<file path="src/rtl/deser_pkg.sv">
// rtl/deser_pkg.sv - shared state encoding, default COM value and counter width helper
package deser_pkg;

  typedef enum logic [1:0] {
    HUNT   = 2'd0,
    CHECK  = 2'd1,
    LOCKED = 2'd2
  } state_t;

  localparam logic [7:0] K28_5 = 8'hBC;

  // Width able to hold values 0..n-1, never narrower than one bit.
  function automatic int cnt_width(input int n);
    return (n <= 2) ? 1 : $clog2(n);
  endfunction

endpackage

</file>
<file path="src/rtl/deser_shift_reg.sv">
// rtl/deser_shift_reg.sv - serial shift register presenting the symbol completed at each edge
module deser_shift_reg
  import deser_pkg::*;
#(
  parameter int WIDTH = 8
) (
  input  logic             clock,
  input  logic             reset_L,
  input  logic             data_in,
  output logic [WIDTH-1:0] window,
  output logic             primed
);

  localparam int FW = cnt_width(WIDTH);

  // Only WIDTH-1 history bits are needed; the newest bit comes straight from data_in.
  logic [WIDTH-2:0] sreg;
  logic [FW-1:0]    fill_cnt;

  assign window = {sreg, data_in};
  assign primed = (fill_cnt == FW'(WIDTH - 1));

  always_ff @(posedge clock or negedge reset_L) begin
    if (!reset_L) begin
      sreg     <= '0;
      fill_cnt <= '0;
    end else begin
      sreg <= window[WIDTH-2:0];
      if (!primed) fill_cnt <= fill_cnt + FW'(1);
    end
  end

endmodule

</file>
<file path="src/rtl/serial_paralelo_align.sv">
// rtl/serial_paralelo_align.sv - COM-aligned serial-to-parallel receiver; DESER_COM_PASS_EN passes COM symbols via com_out
module serial_paralelo_align
  import deser_pkg::*;
#(
  parameter int               WIDTH    = 8,
  parameter logic [WIDTH-1:0] COM      = WIDTH'(K28_5),
  parameter int               COM_LOCK = 2,
  parameter int               MAX_GAP  = 16
) (
  input  logic             clock,
  input  logic             reset_L,
  input  logic             data_in,
  output logic [WIDTH-1:0] data_out,
  output logic             valid_out,
`ifdef DESER_COM_PASS_EN
  output logic             com_out,
`endif
  output logic             lock_out
);

  localparam int BW = cnt_width(WIDTH);
  localparam int CW = cnt_width(COM_LOCK + 1);
  localparam int GW = cnt_width(MAX_GAP);

  state_t           state, next_state;
  logic [BW-1:0]    bit_cnt;
  logic [CW-1:0]    com_cnt;
  logic [GW-1:0]    gap_cnt;
  logic [WIDTH-1:0] window;
  logic             primed;
  logic             boundary, win_com, gap_last;
  logic             emit_data;
`ifdef DESER_COM_PASS_EN
  logic             emit_com;
`endif

  deser_shift_reg #(.WIDTH(WIDTH)) u_shift (
    .clock   (clock),
    .reset_L (reset_L),
    .data_in (data_in),
    .window  (window),
    .primed  (primed)
  );

  assign boundary = (bit_cnt == BW'(WIDTH - 1));
  assign win_com  = (window == COM);
  assign gap_last = (gap_cnt == GW'(MAX_GAP - 1));

  always_ff @(posedge clock or negedge reset_L) begin
    if (!reset_L) state <= HUNT;
    else          state <= next_state;
  end

  always_comb begin
    next_state = state;
    case (state)
      HUNT:    if (primed && win_com) next_state = (COM_LOCK == 1) ? LOCKED : CHECK;
      CHECK:   if (boundary) begin
                 if (!win_com) next_state = HUNT;
                 else if (com_cnt == CW'(COM_LOCK - 1)) next_state = LOCKED;
               end
      LOCKED:  if (boundary && !win_com && gap_last) next_state = HUNT;
      default: next_state = HUNT;
    endcase
  end

  always_comb begin
    lock_out  = (state == LOCKED);
    emit_data = (state == LOCKED) && boundary && !win_com && !gap_last;
`ifdef DESER_COM_PASS_EN
    emit_com  = (state == LOCKED) && boundary && win_com;
`endif
  end

  always_ff @(posedge clock or negedge reset_L) begin
    if (!reset_L) begin
      bit_cnt <= '0;
      com_cnt <= '0;
      gap_cnt <= '0;
    end else begin
      case (state)
        HUNT: if (primed && win_com) begin
          bit_cnt <= '0;
          com_cnt <= CW'(1);
          gap_cnt <= '0;
        end
        CHECK: begin
          bit_cnt <= boundary ? '0 : bit_cnt + BW'(1);
          if (boundary) com_cnt <= win_com ? com_cnt + CW'(1) : '0;
        end
        LOCKED: begin
          bit_cnt <= boundary ? '0 : bit_cnt + BW'(1);
          if (boundary) begin
            if (win_com || gap_last) gap_cnt <= '0;
            else                     gap_cnt <= gap_cnt + GW'(1);
            if (!win_com && gap_last) com_cnt <= '0;
          end
        end
        default: begin
          bit_cnt <= '0;
          com_cnt <= '0;
          gap_cnt <= '0;
        end
      endcase
    end
  end

  always_ff @(posedge clock or negedge reset_L) begin
    if (!reset_L) begin
      data_out  <= '0;
      valid_out <= 1'b0;
`ifdef DESER_COM_PASS_EN
      com_out   <= 1'b0;
`endif
    end else begin
`ifdef DESER_COM_PASS_EN
      valid_out <= emit_data | emit_com;
      com_out   <= emit_com;
      if (emit_data || emit_com) data_out <= window;
`else
      valid_out <= emit_data;
      if (emit_data) data_out <= window;
`endif
    end
  end

endmodule
</file>
<file path="config.mk">
export PLATFORM = sky130hd
export DESIGN_NAME = serial_paralelo_align
export DESIGN_NICKNAME = d
export VERILOG_FILES = /design/src/rtl/deser_pkg.sv /design/src/rtl/deser_shift_reg.sv /design/src/rtl/serial_paralelo_align.sv
export SDC_FILE = /design/constraint.sdc
export NUM_CORES = 1
export LEC_CHECK = 0
export ABC_AREA = 0
export CAP_MARGIN = 25
export CORE_AREA = 4 4 55 57
export DETAILED_ROUTE_END_ITERATION = 8
export DIE_AREA = 0 0 59 61
export PLACE_DENSITY = 0.86
export SETUP_SLACK_MARGIN = 0.15
export SLEW_MARGIN = 5
export SYNTH_ARGS = -nofsm -noshare
export SYNTH_HDL_FRONTEND = slang
export SYNTH_SLANG_ARGS = --single-unit
export TNS_END_PERCENT = 20
</file>
<file path="constraint.sdc">
create_clock -name clock -period 4.9 [get_ports clock]
set_input_delay 0.98 -clock clock [delete_from_list [all_inputs] [get_ports clock]]
set_output_delay 0.98 -clock clock [all_outputs]
set_load 0.03 [all_outputs]
</file>
* Word level (Yosys, flattened, before mapping)
Cells that the tools add are included.
** Storage, ports and cells
- Logic and storage cells :: 59
- Output and inout bits :: 10
- Register bits after elaboration :: 30
** Operators by class
- Equal/unequal tests :: 13
- Bitwise logic cells :: 1
- Reductions and logical operators :: 15
- $add $sub $neg :: 4
- Muxes and demuxes :: 18
** Operators with widths (count)
- two-way mux 2 bit :: 9
- two-way mux 4 bit :: 3
- one-hot mux 2 bit (3 select lines) :: 2
- one-hot mux 4 bit (3 select lines) :: 1
- equality test 8 bit (second input constant) :: 1
- AND reduction 4 bit :: 2
- logical AND 1 bit :: 7
- adder 3 x 1 -> 3 bit (second input constant) :: 2
- equality test 3 bit (second input constant) :: 2
- two-way mux 3 bit :: 2
- != test 2 x 1 -> 1 bit (second input constant) :: 3
- one-hot mux 3 bit (2 select lines) :: 1
- adder 4 x 1 -> 4 bit (second input constant) :: 1
- equality test 2 x 1 -> 1 bit (second input constant) :: 2
- equality test 4 bit (second input constant) :: 1
- != test 2 bit (second input constant) :: 2
- != test 3 bit (second input constant) :: 1
- AND reduction 3 bit :: 1
- adder 2 x 1 -> 2 bit (second input constant) :: 1
- equality test 2 bit (second input constant) :: 1
- logical NOT 1 bit :: 2
- logical NOT 2 bit :: 1
- OR reduction 2 bit :: 1
- logical OR 1 bit :: 1
- inverter 1 bit :: 1

* Longest topological paths before layout
- Word-level depth :: 6
- Gate-level depth with buffers :: 6
- Depth with buffers taken out :: 6

* Hierarchy
From an unflattened synthesis, not the netlist that was laid out.
** Second synthesis, totals
- Cells, all modules :: 110
- Area total of the unflattened synthesis :: 1447.6 sq um
** By module, submodules not included
- serial_paralelo_align :: times used 1, area each 1121.1 sq um, cells each 93
- deser_shift_reg :: times used 1, area each 326.6 sq um, cells each 17

* Worst setup path before layout
OpenSTA, ideal clock, no wires.
- Kind :: in2reg
- Start :: in data_in
- End :: reg com_cnt[1]
- Required time :: 4.772 ns
- Arrival time :: 2.116 ns
- Setup time :: 0.128 ns
- Setup slack :: 2.657 ns
- Buffers on the path :: 0
- Stages :: 4
- Cells stage by stage :: nand4bb_2 -> o31a_4 -> a21oi_4 -> mux2_1
** On the way
- Word-level cells in the longest chain between the ends :: 5
** RTL lines
- start: declaration :: line serial_paralelo_align.sv:12 : input logic data_in,
- equality test 8 bit * :: line serial_paralelo_align.sv:46 : assign win_com = (window == COM);
- logical NOT 1 bit :: line serial_paralelo_align.sv:96 : if (!win_com && gap_last) com_cnt <= '0;
- logical AND 1 bit :: line serial_paralelo_align.sv:96
- != test 2 x 1 -> 1 bit (no source line)
- AND reduction 4 bit (no source line)
- end signal: assignment :: line serial_paralelo_align.sv:89 : if (boundary) com_cnt <= win_com ? com_cnt + CW'(1) : '0;
- end: declaration :: line serial_paralelo_align.sv:27 : logic [CW-1:0] com_cnt;
Every way passes the cells marked *; elsewhere a longest branch is shown, timed or not. The select of a mux whose other input is x is not followed.
A chain may end at the register's enable or synchronous reset.

* Worst setup path after layout
- Start :: reg state[0]
- End :: out lock_out
** On the way
- Word-level cells in the longest chain between the ends :: 1
** RTL lines
- start: declaration :: line serial_paralelo_align.sv:25 : state_t state, next_state;
- start signal: assignment :: line serial_paralelo_align.sv:51 : else state <= next_state;
- equality test 2 bit :: line serial_paralelo_align.sv:68 : lock_out = (state == LOCKED);
- end: declaration :: line serial_paralelo_align.sv:18 : output logic lock_out
Every way passes these cells.

==> flow_metrics.py <==
metrics = {
    "logic_synthesis": {
        "synth-compound-area-share": 0.1315,
        "ys_seq_elements": 30,
        "synth-simple-area-share": 0.1441,
        "synthArstFlopShare": 1.000,
        "synth_xor_area_frac": 0.005863,
        "yosysMostFrequentCell": "dfrtp_1",
        "yosysTopAreaCellShare": 0.5025,
        "synthAdderAreaFrac": 0.08375,
        "netlist_instances": 115,
        "synth_area_leaders": "dfrtp_1 (50%), ha_1 (8.4%), mux2_4 (8.0%)",
        "ys_types": 36,
        "synthFlopType": "dfrtp_1",
        "syn-cell-area_um2": 1494,
        "synth_edf_count": 0,
        "yosys_warnings": 0,
        "syn_nets": 128,
        "synth_top_family_by_area": "simple AND/OR/NAND/NOR gates",
        "synth_commonest_cells": "dfrtp_1 (30), ha_1 (10), inv_1 (9)",
        "seq_area_frac_synth": 0.5025,
        "yosysTopAreaCell": "dfrtp_1",
        "syn_area_per_cell_um2": 12.99,
        "synthMuxAreaShare": 0.1097,
    },
    "place": {
        "port_buffers": 12,
        "dp_slack_ns": 2.067,
        "dp_hpwl_um": 1950,
        "placed_area_um2": 1659,
        "dpl.cell_count": 158,
        "place.gp.congestion": 0.9008,
    },
    "routing": {
        "drc": 0,
        "ant_nets": 0,
        "drt-vias-per-instance": 5.848,
        "vias": 959,
        "drt_iter0_drc": 39,
        "routed_wl_um": 2610,
        "wire_per_inst_um": 15.91,
        "dr.pass1.iters": 4,
    },
    "layout": {
        "fin_area_um2": 1710,
        "fin_nets": 148,
        "layout-drive-gt1-share": 0.2090,
        "final_cells": 164,
        "fillerInstances": 176,
        "fin_util": 0.6904,
        "syn_to_final_growth_pct": 14.49,
        "diodes": 0,
    },
    "worst_hold_path": {
        "min-delay-path-class": "register to register",
    },
    "die": {
        "core-area_um2": 2477,
        "top_level_ports": 13,
        "initial_core_util": 0.6030,
        "rows": 18,
        "dieWidth_um": 59,
        "die_area_um2": 3599,
        "dieHeight_um": 61,
    },
    "cts": {
        "cts_tree": "done",
        "h-tree-depth": 2,
        "cts_buffers": 5,
        "clk_latency_ns": 0.32,
        "cts-root-buf": "clkbuf_4",
        "post_cts_resized": 0,
        "cts_hold_buf": 0,
        "cts_buffer_depth": 2,
        "cts.sinks": 30,
        "path_clk_slew_ns": 0.09,
        "post_cts_buffers": 0,
    },
    "power": {
        "p_per_area_nw_per_um2": 398.9,
        "p_comb_frac": 0.356,
        "finalPower_uw": 682.3,
        "seq_power_share": 0.438,
        "p_int_uw": 444.1,
        "leakage_nw": 0.8250,
        "sw_frac_of_total": 0.3492,
        "clkPwrFrac": 0.206,
        "ir_drop_mv": 0.3514,
        "power_switching_uw": 238.2,
    },
    "grt": {
        "grt_max_degree": 31,
        "grt_overflow_total": 0,
        "grt_pass1_wl_um": 4664,
        "antenna_found_initial": 0,
        "grt_pass1_vias": 1037,
        "grt_util_all_layers": 0.1799,
    },
    "timing": {
        "relSlewSlack": 0.7299,
        "finalSetupTns_ns": 0,
        "max_freq_mhz": 351.8,
        "setup_violations": 0,
        "tightest_slew_ns": 0.4051,
        "fin_crit_ns": 2.843,
        "hold_ws_ns": 0.4230,
        "final_max_slew_viol_count": 0,
        "rsz0062_at_grt": "no",
        "hold_viol": 0,
        "fin_ws_ns": 2.057,
        "clock_skew_ns": 0.008428,
        "period_share": 0.5801,
    },
    "worst_setup_path": {
        "critPathKind": "register to output pin",
        "critPathCaptureType": "output pin",
        "cp.arrival_ns": 1.86,
        "required_ns": 3.92,
        "start_kind": "register",
        "crit_fanout": 6,
    },
    "run_status": {
        "outcome": "finished clean",
    },
    "run": {
        "max_cap_viol_count": 0,
    },
}
## metal layers
layer | GRT usage | up-vias | wire (um)
li1 | - | 458 | -
met1 | 0.2058 | 472 | 1130
met2 | 0.3107 | 25 | 1308
met3 | 0.05745 | 4 | 130
met4 | 0.07767 | 0 | 41
met5 | 0 | - | 0
## power by group through the flow
stage,clock [mW],sequential [mW],combinational (mW)
final,0.141,0.299,0.243
after global routing,0.157,0.303,0.269
after CTS,0.145,0.299,0.244
after detailed placement,0,0.304,0.242
after global placement,0,0.301,0.233
after floorplan,0,0.303,0.188
## registers in the layout (all words and copies together) (netlist names)
register          flops
u_shift.fill_cnt      3
u_shift.sreg          7
bit_cnt               3
valid_out             1
com_cnt               2
state                 2
gap_cnt               4
data_out              8
## cell usage in the layout (no fill, tap or decap), drive strengths merged, types with 4 or more instances in the layout
master	Yosys	final
dfrtp	30	30
clkdlybuf4s50	0	12
mux2	11	11
ha	10	10
inv	9	9
nand3	8	8
nand2	8	8
clkbuf	0	6
nor2	5	5
o211ai	5	5
o21ai	4	4
## final cells by class
| class | count | area, um^2 | area share |
|---|---|---|---|
| sequential | 30 | 750.7 | 0.4389 |
| tap | 30 | 37.54 | 0.02195 |
| multi-input combinational | 76 | 709.4 | 0.4148 |
| clock buffer | 6 | 51.30 | 0.02999 |
| inverter | 9 | 33.78 | 0.01975 |
| timing repair buffer | 13 | 127.6 | 0.07462 |
## worst paths after layout
kind                       cells past startpoint  slack (ns)         endpoint                start
setup / recovery                               3        2.06         lock_out             state[0]
hold / removal                                 0        0.42  u_shift.sreg[1]      u_shift.sreg[0]
setup reg to reg                               6        2.96       com_cnt[1]  u_shift.fill_cnt[0]
hold reg to reg                                0        0.42  u_shift.sreg[1]      u_shift.sreg[0]
max in group asynchronous                      2        3.59      data_out[1]              reset_L
min in group asynchronous                      2        1.03       gap_cnt[0]              reset_L
## kinds of logic after synthesis
logic type	count (synthesis)
simple gates	33
flops	30
compound gates	20
mux	12
fa+ha+maj	10
buf+inv	9
xor+xnor	1
## critical path, cell delays in order, from the launching register on
cell	delay (ns)
dfrtp_1	0.42
inv_1	0.13
ha_1	0.28
clkdlybuf4s50_1	0.71
(Power assumes the default switching activity.)
==> RTL edit, RTL diff (config.mk and constraints unchanged) <==
Re-encode `state_t` (3 states) as one-hot, 3 bits wide.
--- a/src/rtl/deser_pkg.sv
+++ b/src/rtl/deser_pkg.sv
@@ -2,8 +2,8 @@
 package deser_pkg;
 
-  typedef enum logic [1:0] {
-    HUNT   = 2'd0,
-    CHECK  = 2'd1,
-    LOCKED = 2'd2
+  typedef enum logic [2:0] {
+    HUNT   = 3'b001,
+    CHECK  = 3'b010,
+    LOCKED = 3'b100
   } state_t;
 
Behaviour: same outputs for any inputs over 10 cycles, from zero or initial values and one cycle with reset_L low; not proved beyond that.
==> RTL edit against the original RTL <==
Synthesized area decreased by 3.9%. Setup slack got worse by 0.29 ns. Sequential cell count rose by 1. Non-clock buffer count unchanged. Cell count is 7.9% lower. Count of clock-buffer cells in the layout is 1 lower. Synthesized cell count shrank 13%. Design area fell by 3.3%. Utilization is 2.3 points lower. Critical endpoint unchanged. Wire length is 5.6% lower.
Power is not compared: it rests on default switching activity, and its combinational part moved more than twofold at a synthesized area within 25%.
==> RTL edit: results (changes against the original RTL) <==
[outcome]
outcome = completed  ; unchanged

[power_and_ir_drop]
leakagePower_nw = 0.7340
ir_drop_uv = 241.2

[route]
vias = 857  ; was 959
first_iter_violations = 14  ; was 39
drt-pass1-iter-count = 4  ; unchanged
vias_per_cell = 5.675  ; was 5.848
wl_um = 2464  ; was 2610 um

[finish]
fillers = 190  ; was 176
reg_top3 = data_out: 8 flops, u_shift.sreg: 7 flops, gap_cnt: 4 flops  ; unchanged
multiInputGateArea_um2 = 624.3  ; was 709.4 um2
fin_nets = 129  ; was 148
antenna-diode-count = 0  ; unchanged
drive_gt1_share_pct = 24.79  ; was 20.90%

[timing]
final_hold_viol_count = 0  ; unchanged
relSlewSlack_pct = 51.67  ; was 72.99%
fin_skew_ns = 0.006937  ; was 0.008428 ns

[logic_synthesis]
synth_area_per_cell_um2 = 14.36  ; was 12.99 um2
synth_cell_types = 36  ; unchanged
async_reset_ff_share_pct = 100.0  ; unchanged
ys_seq_area_share_pct = 54.09  ; was 50.25%
synth_warnings = 0  ; unchanged
synth_xor_area_share_pct = 1.220  ; was 0.5863%
ys_top_cells_by_area = dfrtp_1, mux2_4, ha_1  ; was dfrtp_1, ha_1, mux2_4
synthAdderAreaFrac_pct = 5.226  ; was 8.375%
syn_nets = 109  ; was 128
synth_compound_area_share_pct = 10.89  ; was 13.15%
synth_area_leader_cell = dfrtp_1  ; unchanged
synthMuxAreaShare_pct = 13.85  ; was 10.97%
synth_common_cells = dfrtp_1, mux2_4, inv_1  ; was dfrtp_1, ha_1, inv_1

[placed_design]
globalplace.congestion = 0.8034  ; was 0.9008
portBuffers = 12  ; unchanged
place_inst = 143  ; was 158
hpwl_um = 1872  ; was 1950 um
placed_cell_area_um2 = 1602  ; was 1659 um2
pre_cts_slack_ns = 2.019  ; was 2.067 ns

[global_routing]
use_met3_pct = 7.660  ; was 5.745%
grt_use_met1_pct = 19.75  ; was 20.58%
grt_pass1_vias = 928  ; was 1037
grtUsageMet2_pct = 28.23  ; was 31.07%
antenna_found_initial = 0  ; unchanged
grt_max_degree = 32  ; was 31
grt_pass1_wl_um = 4381  ; was 4664 um
grt_usage_pct = 17.23  ; was 17.99%

[clock_network]
htree_num_levels = 2  ; unchanged
clockBufferDepth = 2  ; unchanged
clock_latency_ns = 0.33
cts-resized-gates = 0  ; unchanged
numCtsBuffers = 5  ; unchanged
clk_pin_slew_ns = 0.09  ; about the same
cts-root-buf = clkbuf_4  ; unchanged
cts_setup_buffers = 0  ; unchanged

[worst_hold_path]
hp-class = flop to flop  ; unchanged

[critical_path]
cp_data_arrival_time_ns = 2.15  ; was 1.86 ns
worstPathMaxFanout = 7  ; was 6

==> RTL edit: cell count changes in the layout (fill, tap and decap cells not counted), sizes merged, moves of 2 or more <==
| cell | change |
|---|---|
| clkinv | +3 |
| nor4 | +2 |
| and3 | -2 |
| nor2 | -2 |
| nand2 | -7 |
| o21a | +2 |
| o21ai | -4 |
| nand3 | -6 |
| ha | -4 |
| nand2b | +2 |
| o211ai | -3 |
| mux2i | +2 |
| a21oi | -2 |
==> RTL edit: critical path: stages (launching register included) <==
cell,delay (ns)
dfrtp_1,0.47
or3b_4,0.43
inv_1,0.21
clkdlybuf4s50_1,0.72
==> RTL edit: area by class of cell <==
type / instances / share of cell area, %
well taps: 30 / 2.269
repair buffers: 13 / 7.716
clock inverters: 3 / 0.9077
multi-input cells: 61 / 37.75
clock buffers: 5 / 2.269
inverters: 8 / 2.118
flip-flops and latches: 31 / 46.97
==> RTL edit: power breakdown <==
part           internal, mW  switching [mW]
Combinational        0.0432          0.0449
Sequential            0.272          0.0153
Clock                0.0532          0.0844
Total                 0.369           0.145
==> RTL edit: per-layer routing <==
layer | vias to the layer above | part of all wire (%)
li1 | 407 | -
met1 | 432 | 43
met2 | 16 | 51
met3 | 2 | 4.7
met4 | 0 | 1.3
met5 | - | 0
==> RTL edit: kinds of logic after synthesis <==
kind of cell | after synthesis
and+or+nand+nor | 23
adders and majority gates | 6
muxes | 15
AOI/OAI and AO/OA | 15
xor gates and xnor gates | 2
DFF | 31
buffers and inverters | 8
==> RTL edit: path summary, 6_finish.rpt <==
kind,from,end,slack (ns),cells after the start
setup reg to reg,u_shift.fill_cnt[0]$_DFFE_PN0P_,com_cnt[0]$_DFFE_PN0P_,2.85,6
hold reg to reg,u_shift.sreg[5]$_DFF_PN0_,u_shift.sreg[6]$_DFF_PN0_,0.41,0
max in group asynchronous,reset_L,state[0]$_DFFE_PN1P_,3.56,2
hold / removal,u_shift.sreg[5]$_DFF_PN0_,u_shift.sreg[6]$_DFF_PN0_,0.41,0
min in group asynchronous,reset_L,gap_cnt[1]$_DFFE_PN0P_,1.03,2
setup / recovery,state[1]$_DFFE_PN0P_,lock_out,1.77,3
==> RTL edit: through the flow <==
stage | power (mW) | hold WS, ns
2_1_floorplan | 0.3572 | 0.3658
3_3_place_gp | 0.3757 | 0.3830
3_5_place_dp | 0.3809 | 0.3881
4_1_cts | 0.5213 | 0.4125
5_1_grt | 0.5454 | 0.4305
6_report | 0.5131 | 0.4082
